### src/rtl/prescaled_counter_pkg.sv
// -----------------------------------------------------------------------------
// prescaled_counter_pkg
//
// Shared definitions for the prescaled counter slice:
//   DEFAULT_WIDTH  default counter width in bits
//   DEFAULT_DIV    default prescale ratio (clk cycles per count step)
//   clog2_min1()   ceil(log2(value)), never less than 1; sizes the prescaler
//
// Optional feature macro used by this slice: PRESCALED_COUNTER_SAT_EN
// (saturating count instead of wrap-around; see prescaled_counter.sv).
// -----------------------------------------------------------------------------
package prescaled_counter_pkg;

  localparam int DEFAULT_WIDTH = 8;
  localparam int DEFAULT_DIV   = 50000000;

  // Number of bits needed to hold values 0..value-1. A prescaler with
  // DIV = 1 never leaves 0, but still needs a one-bit register to exist.
  function automatic int clog2_min1(input longint unsigned value);
    int bits;
    bits = 0;
    for (int i = 0; i < 63; i++) begin
      if ((64'd1 << i) < value) begin
        bits = i + 1;
      end
    end
    if (bits < 1) begin
      bits = 1;
    end
    return bits;
  endfunction

endpackage

### src/rtl/prescaled_counter_tick_gen.sv
// -----------------------------------------------------------------------------
// tick_gen
//
// Prescaler for prescaled_counter. Counts 0..DIV-1 on enabled cycles and
// raises a combinational step strobe on the enabled cycle in which the
// prescaler sits at DIV-1, so the owning edge both wraps the prescaler and
// advances the counter. The step period is exactly DIV enabled cycles.
//
// Parameters:
//   DIV    prescale ratio, >= 1
//
// Ports:
//   clk    input   clock, rising edge
//   reset  input   synchronous, active-high; prescaler -> 0
//   en     input   enable; low holds the prescaler value
//   clr    input   synchronous clear; prescaler -> 0 regardless of en
//   step   output  high when the coming edge is a count step edge
// -----------------------------------------------------------------------------
module tick_gen
  import prescaled_counter_pkg::*;
#(
  parameter int DIV = DEFAULT_DIV
) (
  input  logic clk,
  input  logic reset,
  input  logic en,
  input  logic clr,
  output logic step
);

  localparam int            PW   = clog2_min1(longint'(DIV));
  localparam logic [PW-1:0] LAST = PW'(DIV - 1);

  logic [PW-1:0] pcnt;
  logic          at_last;

  assign at_last = (pcnt == LAST);

  // Wrap on DIV-1 rather than on DIV so the period is DIV, not DIV+1.
  always_ff @(posedge clk) begin
    if (reset || clr) begin
      pcnt <= '0;
    end else if (en) begin
      if (at_last) begin
        pcnt <= '0;
      end else begin
        pcnt <= pcnt + PW'(1);
      end
    end
  end

  // With DIV = 1 the prescaler is pinned at 0 == LAST, so every enabled
  // cycle is a step.
  assign step = en & at_last;

endmodule

### src/rtl/prescaled_counter.sv
// -----------------------------------------------------------------------------
// prescaled_counter
//
// Up/down counter that advances once every DIV enabled clock cycles. The
// prescaler lives in tick_gen; this module owns count, tick and tc.
//
// Parameters:
//   WIDTH  counter width in bits (1..32)
//   DIV    clk cycles per count step (>= 1)
//
// Ports:
//   clk       input          clock, all logic on its rising edge
//   reset     input          synchronous, active-high; overrides load and en
//   en        input          enable; low freezes prescaler and count
//   up_dn     input          1 = increment, 0 = decrement (sampled on step)
//   load      input          synchronous load; beats a coincident step
//   load_val  input  [W-1:0] value loaded into count
//   count     output [W-1:0] current count, registered
//   tick      output         one-cycle pulse after each step edge, registered
//   tc        output         one-cycle terminal-count pulse with tick
//
// Build option:
//   PRESCALED_COUNTER_SAT_EN  when defined the count saturates at the
//   boundaries (holds all-ones going up, zero going down). The blocked step
//   still pulses tick, and tc as it is a boundary step. When undefined the
//   count wraps modulo 2^WIDTH.
// -----------------------------------------------------------------------------
module prescaled_counter
  import prescaled_counter_pkg::*;
#(
  parameter int WIDTH = DEFAULT_WIDTH,
  parameter int DIV   = DEFAULT_DIV
) (
  input  logic             clk,
  input  logic             reset,
  input  logic             en,
  input  logic             up_dn,
  input  logic             load,
  input  logic [WIDTH-1:0] load_val,
  output logic [WIDTH-1:0] count,
  output logic             tick,
  output logic             tc
);

  localparam logic [WIDTH-1:0] COUNT_MAX = '1;

  logic             step;
  logic             at_boundary;
  logic [WIDTH-1:0] count_nxt;

  // A load also restarts the prescale interval, so the first step after a
  // load lands exactly DIV enabled cycles later.
  tick_gen #(
    .DIV (DIV)
  ) u_tick_gen (
    .clk   (clk),
    .reset (reset),
    .en    (en),
    .clr   (load),
    .step  (step)
  );

  // A step "crosses a boundary" when it would leave the representable range
  // in the current direction: up from all-ones or down from zero.
  always_comb begin
    at_boundary = 1'b0;
    count_nxt   = count;
    if (up_dn) begin
      at_boundary = (count == COUNT_MAX);
    end else begin
      at_boundary = (count == '0);
    end
`ifdef PRESCALED_COUNTER_SAT_EN
    if (!at_boundary) begin
      count_nxt = up_dn ? (count + WIDTH'(1)) : (count - WIDTH'(1));
    end
`else
    count_nxt = up_dn ? (count + WIDTH'(1)) : (count - WIDTH'(1));
`endif
  end

  // Priority: reset, then load (discarding any coincident step), then step.
  always_ff @(posedge clk) begin
    if (reset) begin
      count <= '0;
      tick  <= 1'b0;
      tc    <= 1'b0;
    end else if (load) begin
      count <= load_val;
      tick  <= 1'b0;
      tc    <= 1'b0;
    end else if (step) begin
      count <= count_nxt;
      tick  <= 1'b1;
      tc    <= at_boundary;
    end else begin
      tick  <= 1'b0;
      tc    <= 1'b0;
    end
  end

endmodule

### config.mk
export PLATFORM = sky130hd
export DESIGN_NAME = prescaled_counter
export DESIGN_NICKNAME = d
export VERILOG_FILES = /design/src/rtl/prescaled_counter_pkg.sv /design/src/rtl/prescaled_counter_tick_gen.sv /design/src/rtl/prescaled_counter.sv
export SDC_FILE = /design/constraint.sdc
export NUM_CORES = 1
export LEC_CHECK = 0
export BUFFER_PORTS_ARGS = -buffer_cell sky130_fd_sc_hd__buf_2
export CAP_MARGIN = 20
export CORE_MARGIN = 3
export CORE_UTILIZATION = 50
export DETAILED_ROUTE_END_ITERATION = 16
export PLACE_DENSITY = 0.81
export SLEW_MARGIN = 20
export SYNTH_ARGS = -nofsm -noshare
export SYNTH_HDL_FRONTEND = slang
export SYNTH_SLANG_ARGS = --single-unit
### constraint.sdc
create_clock -name clk -period 3.05 [get_ports clk]
set_clock_uncertainty 0.15 [all_clocks]
set_input_delay 0.61 -clock clk [delete_from_list [all_inputs] [get_ports clk]]
set_output_delay 0.61 -clock clk [all_outputs]
set_load 0.1 [all_outputs]
# Word-level counts from Yosys, hierarchy flattened
# Cells that the tools add are included.
# Widths: inputs -> output; s select.
[totals] ff_bits=36 input_bits=13 output_inout_bits=10 elab_cells=22
[op_classes] addsub=3 n_eq_ne=2 n_mux=6 bitwise_logic=2 reduce_logical=5
[ops] op="$add 26x1->26 const B" count=1
[ops] op="$eq 26x26->1 const B" count=1
[ops] op="$mux 26" count=1
[ops] op="$mux 8" count=3
[ops] op="$add 8x1->8 const B" count=1
[ops] op="$eq 8x8->1 const B" count=1
[ops] op="$logic_not 8->1" count=1
[ops] op="$sub 8x1->8 const B" count=1
[ops] op="$reduce_or 3->1" count=1
[ops] op="$mux 1" count=2
[ops] op="$reduce_bool 2->1" count=1
[ops] op="$reduce_or 2->1" count=1
[ops] op="$and 1x1->1" count=1
[ops] op="$logic_or 1x1->1" count=1
[ops] op="$not 1->1" count=1

# Logic depth before layout (Yosys ltp)
[depth] word_depth=4 depth_mapped=7 depth_no_buf=7

# Modules after synthesis
# From an unflattened synthesis, not the netlist that was laid out.
[unflattened] hier_cells=258 hier_area_um2=2129.5
[by_module_without_submodules] mod="tick_gen" instances=1 cells_per_inst=161 area_each_um2=1338.8 seq_area_each_um2=520.5
[by_module_without_submodules] mod="prescaled_counter" instances=1 cells_per_inst=97 area_each_um2=790.8 seq_area_each_um2=200.2

# Worst setup path before layout
# OpenSTA, ideal clock, no wires.
[synth_path] path_kind="reg2reg" start="register count[3]" end="register count[7]" setup_ps=91 t_arrival_ps=2820 required_ps=2809 path_slack_ps=-11 path_stages_with_launch=7 path_buffers=0 period_less_slack_ps=3061 path_cell_list="dfxtp_1 ha_1 a21o_1 a22oi_1 mux2_2 or4_1 a311oi_1"
[synth_between] elab_chain_cells=4 word_cells_on_any_way=5 cone_classes="add/sub (2); mux (3)"
[synth_lines] element="start, declared" line="prescaled_counter.sv:40" source="output logic [WIDTH-1:0] count,"
[synth_lines] element="start signal, assigned" line="prescaled_counter.sv:89" source="count <= load_val;"
[synth_lines] element="start signal, assigned" line="prescaled_counter.sv:93" source="count <= count_nxt;"
[synth_lines] element="$sub 8x1->8 or $add 8x1->8 (tied branches)" line="prescaled_counter.sv:78" source="count_nxt = up_dn ? (count + WIDTH'(1)) : (count - WIDTH'(1));"
[synth_lines] element="$mux 8 (*)" line="prescaled_counter.sv:78"
[synth_lines] element="$mux 8 (*)" line="prescaled_counter.sv:92" source="end else if (step) begin"
[synth_lines] element="$mux 8 (*)" line="prescaled_counter.sv:88" source="end else if (load) begin"
# Mark *: on every way between the ends. The rest lies on a longest branch, timed or not. The select of a mux whose other input is x is not followed.
# A chain may end at the register's enable or synchronous reset.

# Final worst setup path
[layout_path] start="input up_dn" end="register count[7]"
[layout_between] elab_chain_cells=3
[layout_lines] element="start, declared" line="prescaled_counter.sv:37" source="input logic up_dn,"
[layout_lines] element="$mux 8" line="prescaled_counter.sv:78"
[layout_lines] element="$mux 8" line="prescaled_counter.sv:92"
[layout_lines] element="$mux 8" line="prescaled_counter.sv:88"
# Every way passes these cells. The select of a mux whose other input is x is not followed.

==> summary.md <==
| Metric | Value |
|---|---|
| Gr ovfl total | `0` |
| Synth Area in Adders | `0.0537` |
| Slew @ Worst Pin | `486 ps` |
| M1 WL | `1910 um` |
| Clk slew on worst S/H paths | `70 ps` |
| Placed cell areas | `2170 um2` |
| Ys Warns | `0` |
| Top Metal Used | `met4` |
| Hold Fails Final Rpt | `0` |
| Largest stage delay on the critical path | `460 ps` |
| Remaining DRCs | `0` |
| Largest area contributor in the netlist | `dfxtp_1` |
| Compound-Gate Fraction of Synth Area | `0.104` |
| Synth cell types | `46` |
| Initial cell density of the core | `0.532` |
| Die Y | `69.3 um` |
| Simple-gate portion of the synthesized area | `0.290` |
| Fmax | `368 MHz` |
| Post-synth net total | `254` |
| Buffers added on ports | `22` |
| Max Buffers Root-to-Sink | `2` |
| Slew HR | `0.678` |
| RePlAce Congestion | `0.866` |
| Post-synth EDFFs | `0` |
| 1st-pass router iterations | `4` |
| Largest family of logic cells by synthesized area | `simple AND/OR/NAND/NOR gates` |
| Final Max Slew Viols | `0` |
| Final WL | `3980 um` |
| Htree depth | `2` |
| Mapped Area | `2000 um2` |
| Drt wl/cell | `13.0 um` |
| Data arrival, critical path | `2770 ps` |
| Critical-path top delay cell | `or4_1` |
| Seq/Total Area, Yosys | `0.360` |
| Root Buffer | `clkbuf_8` |
| Req. time, crit path | `3100 ps` |
| Most frequent cells after synthesis | `nor2_1 (38), dfxtp_1 (36), xnor2_1 (16), nand2_1 (15), xor2_1 (11)` |
| Number of global-route vias before repair | `1638` |
| Die ar. | `4800 um2` |
| Peak VDD IR | `297 uV` |
| Fraction of registers with async set/reset | `0` |
| Area grow syn2layout | `12.2%` |
| Post-Layout Cell Count | `307` |
| Crit. End Element | `flop` |
| Synth top area cells | `dfxtp_1 (36%), nor2_1 (7.1%), xnor2_1 (7.0%)` |
| Antenna cells | `0` |
| CP Buf/Inv Count | `2` |
| CP max FO | `6` |
| CTS Hold Bufs | `0` |
| Power density relative to cell area | `436 nW/um2` |
| Post-synthesis xor/xnor area fraction | `0.118` |
| Tcrit/Tclk final | `0.890` |
| Die X | `69.3 um` |
| Final ANT Viol Nets | `0` |
| Cells along the critical path | `buf_2, inv_1, ha_1, a21o_1, a22oi_1, mux2_2, or4_1, a311oi_1` |
| Met2 WL | `1820 um` |
| Post-layout net count | `280` |
| Total GRT Usage | `0.178` |
| Vias | `1711` |
| I/O pin total | `23` |
| Fin area | `2250 um2` |
| Status | `complete, no violations` |
| Synthesis-stage register bit count | `36` |
| Mux contribution to synthesized area | `0.0362` |
| Antenna violations before repair | `0` |
| Largest net degree at the start of global routing | `19` |
| FP Rows | `22` |
| Initial drt markers | `97` |
| Share of cells above drive strength 1 | `0.178` |
| Dpl cells | `300` |
| Cts bufs inserted | `5` |
| Final hold slack | `375 ps` |
| Metal3 WL | `182 um` |
| Kind of critical path | `in -> reg` |
| Count leader, synth | `nor2_1` |
| Final worst path period need | `2720 ps` |
| Hold/Removal Path Class | `reg -> reg` |
| Vias per inst | `5.57` |
| Clk_lat worst skew | `290 ps` |
| First-pass GRT wire length | `7170 um` |
| Largest delay share family, worst path | `compound AO/OA/AOI/OAI gates` |
| Main synth FF type | `dfxtp_1` |
| Hpwl dp | `2960 um` |
| TritonCTS sink count | `36` |
| Max-cap violations | `0` |
| RSZ-0062 raised after global routing | `no` |
| Syn Area/Cell | `8.60 um2` |
| Total power | `0.980 mW` |
| Postcts setup bufs | `0` |
| Setup violations, final | `0` |
| Core area | `3770 um2` |
| CP Launch Type | `primary input` |
| CTS tree | `done` |
| Share of the synthesized area in the top cell type | `0.360` |
| Cts repair resizes | `0` |
| Mapped Cells | `233` |
| Static leakage | `0.871 nW` |
| Setup TNS | `0 ps` |
==> cell families after synthesis <==
group                    Yosys count
AO/OA/AOI/OAI                     31
XOR/XNOR                          27
adder cells (fa/ha/maj)            8
buffers and inverters             16
flip-flops                        36
multiplexers                       7
AND/OR/NAND/NOR                  108
==> tightest hold or removal path: stages, from the launching register on <==
cell and delay, ps:
dfxtp_1 340, mux2i_1 70, nor2_1 80
==> state kept, by name, summed over array words and instances, names as in the netlist <==
| name | count |
|---|---|
| u_tick_gen.pcnt | 26 |
| count | 8 |
| tc | 1 |
| tick | 1 |
==> where the power goes <==
part           total (mW)  internal [mW]  switching (mW)
combinational       0.167         0.0554           0.111
clock               0.324          0.154           0.169
sequential          0.490          0.478          0.0115
total               0.980          0.688           0.292
==> layer usage <==
metal	vias to the layer above	GRT usage
met1	782	0.222
met3	8	0.0551
met4	0	0.0629
met2	36	0.288
met5	-	0
li1	885	-
==> final timing paths <==
check | startpoint | end | slack, ps | cells past startpoint
hold reg to reg | u_tick_gen.pcnt[1] | u_tick_gen.pcnt[1] | 370 | 2
setup reg to reg | count[2] | count[7] | 610 | 6
setup / recovery | up_dn | count[7] | 330 | 8
hold / removal | u_tick_gen.pcnt[1] | u_tick_gen.pcnt[1] | 370 | 2
==> cell usage in the layout (no fill, tap or decap), drive strengths merged, types with 2 or more instances in the layout <==
cell type | netlist | final
a211oi | 5 | 5
a21o | 5 | 5
a21oi | 8 | 8
a311oi | 2 | 2
and2 | 2 | 2
and3 | 7 | 7
and4 | 3 | 3
buf | 6 | 27
clkbuf | 2 | 5
dfxtp | 36 | 36
ha | 7 | 7
inv | 8 | 8
mux2 | 2 | 2
mux2i | 5 | 5
nand2 | 15 | 15
nand3 | 10 | 10
nand4 | 7 | 7
nor2 | 38 | 38
nor3 | 5 | 5
nor4 | 9 | 9
o21ai | 4 | 4
or3 | 3 | 3
or4 | 3 | 3
or4b | 2 | 2
xnor2 | 16 | 16
xor2 | 11 | 11
==> per-stage QoR <==
step                worst slack (ps)   util
floorplan                       36.7      -
global placement                95.0  0.575
detailed placement              54.9  0.575
CTS                              350  0.597
global route                     210  0.597
finish                           334  0.597
==> layout make-up <==
type | instances | area (um2)
Clock buffer | 5 | 68.8
Clock inverter | 2 | 12.5
Fill cell | 336 | 1520
Inverter | 8 | 30.0
Multi-Input combinational cell | 181 | 1210
Sequential cell | 36 | 723
Tap cell | 48 | 60.1
Timing Repair Buffer | 27 | 148
Note: power is estimated with default switching activity, not from simulation.
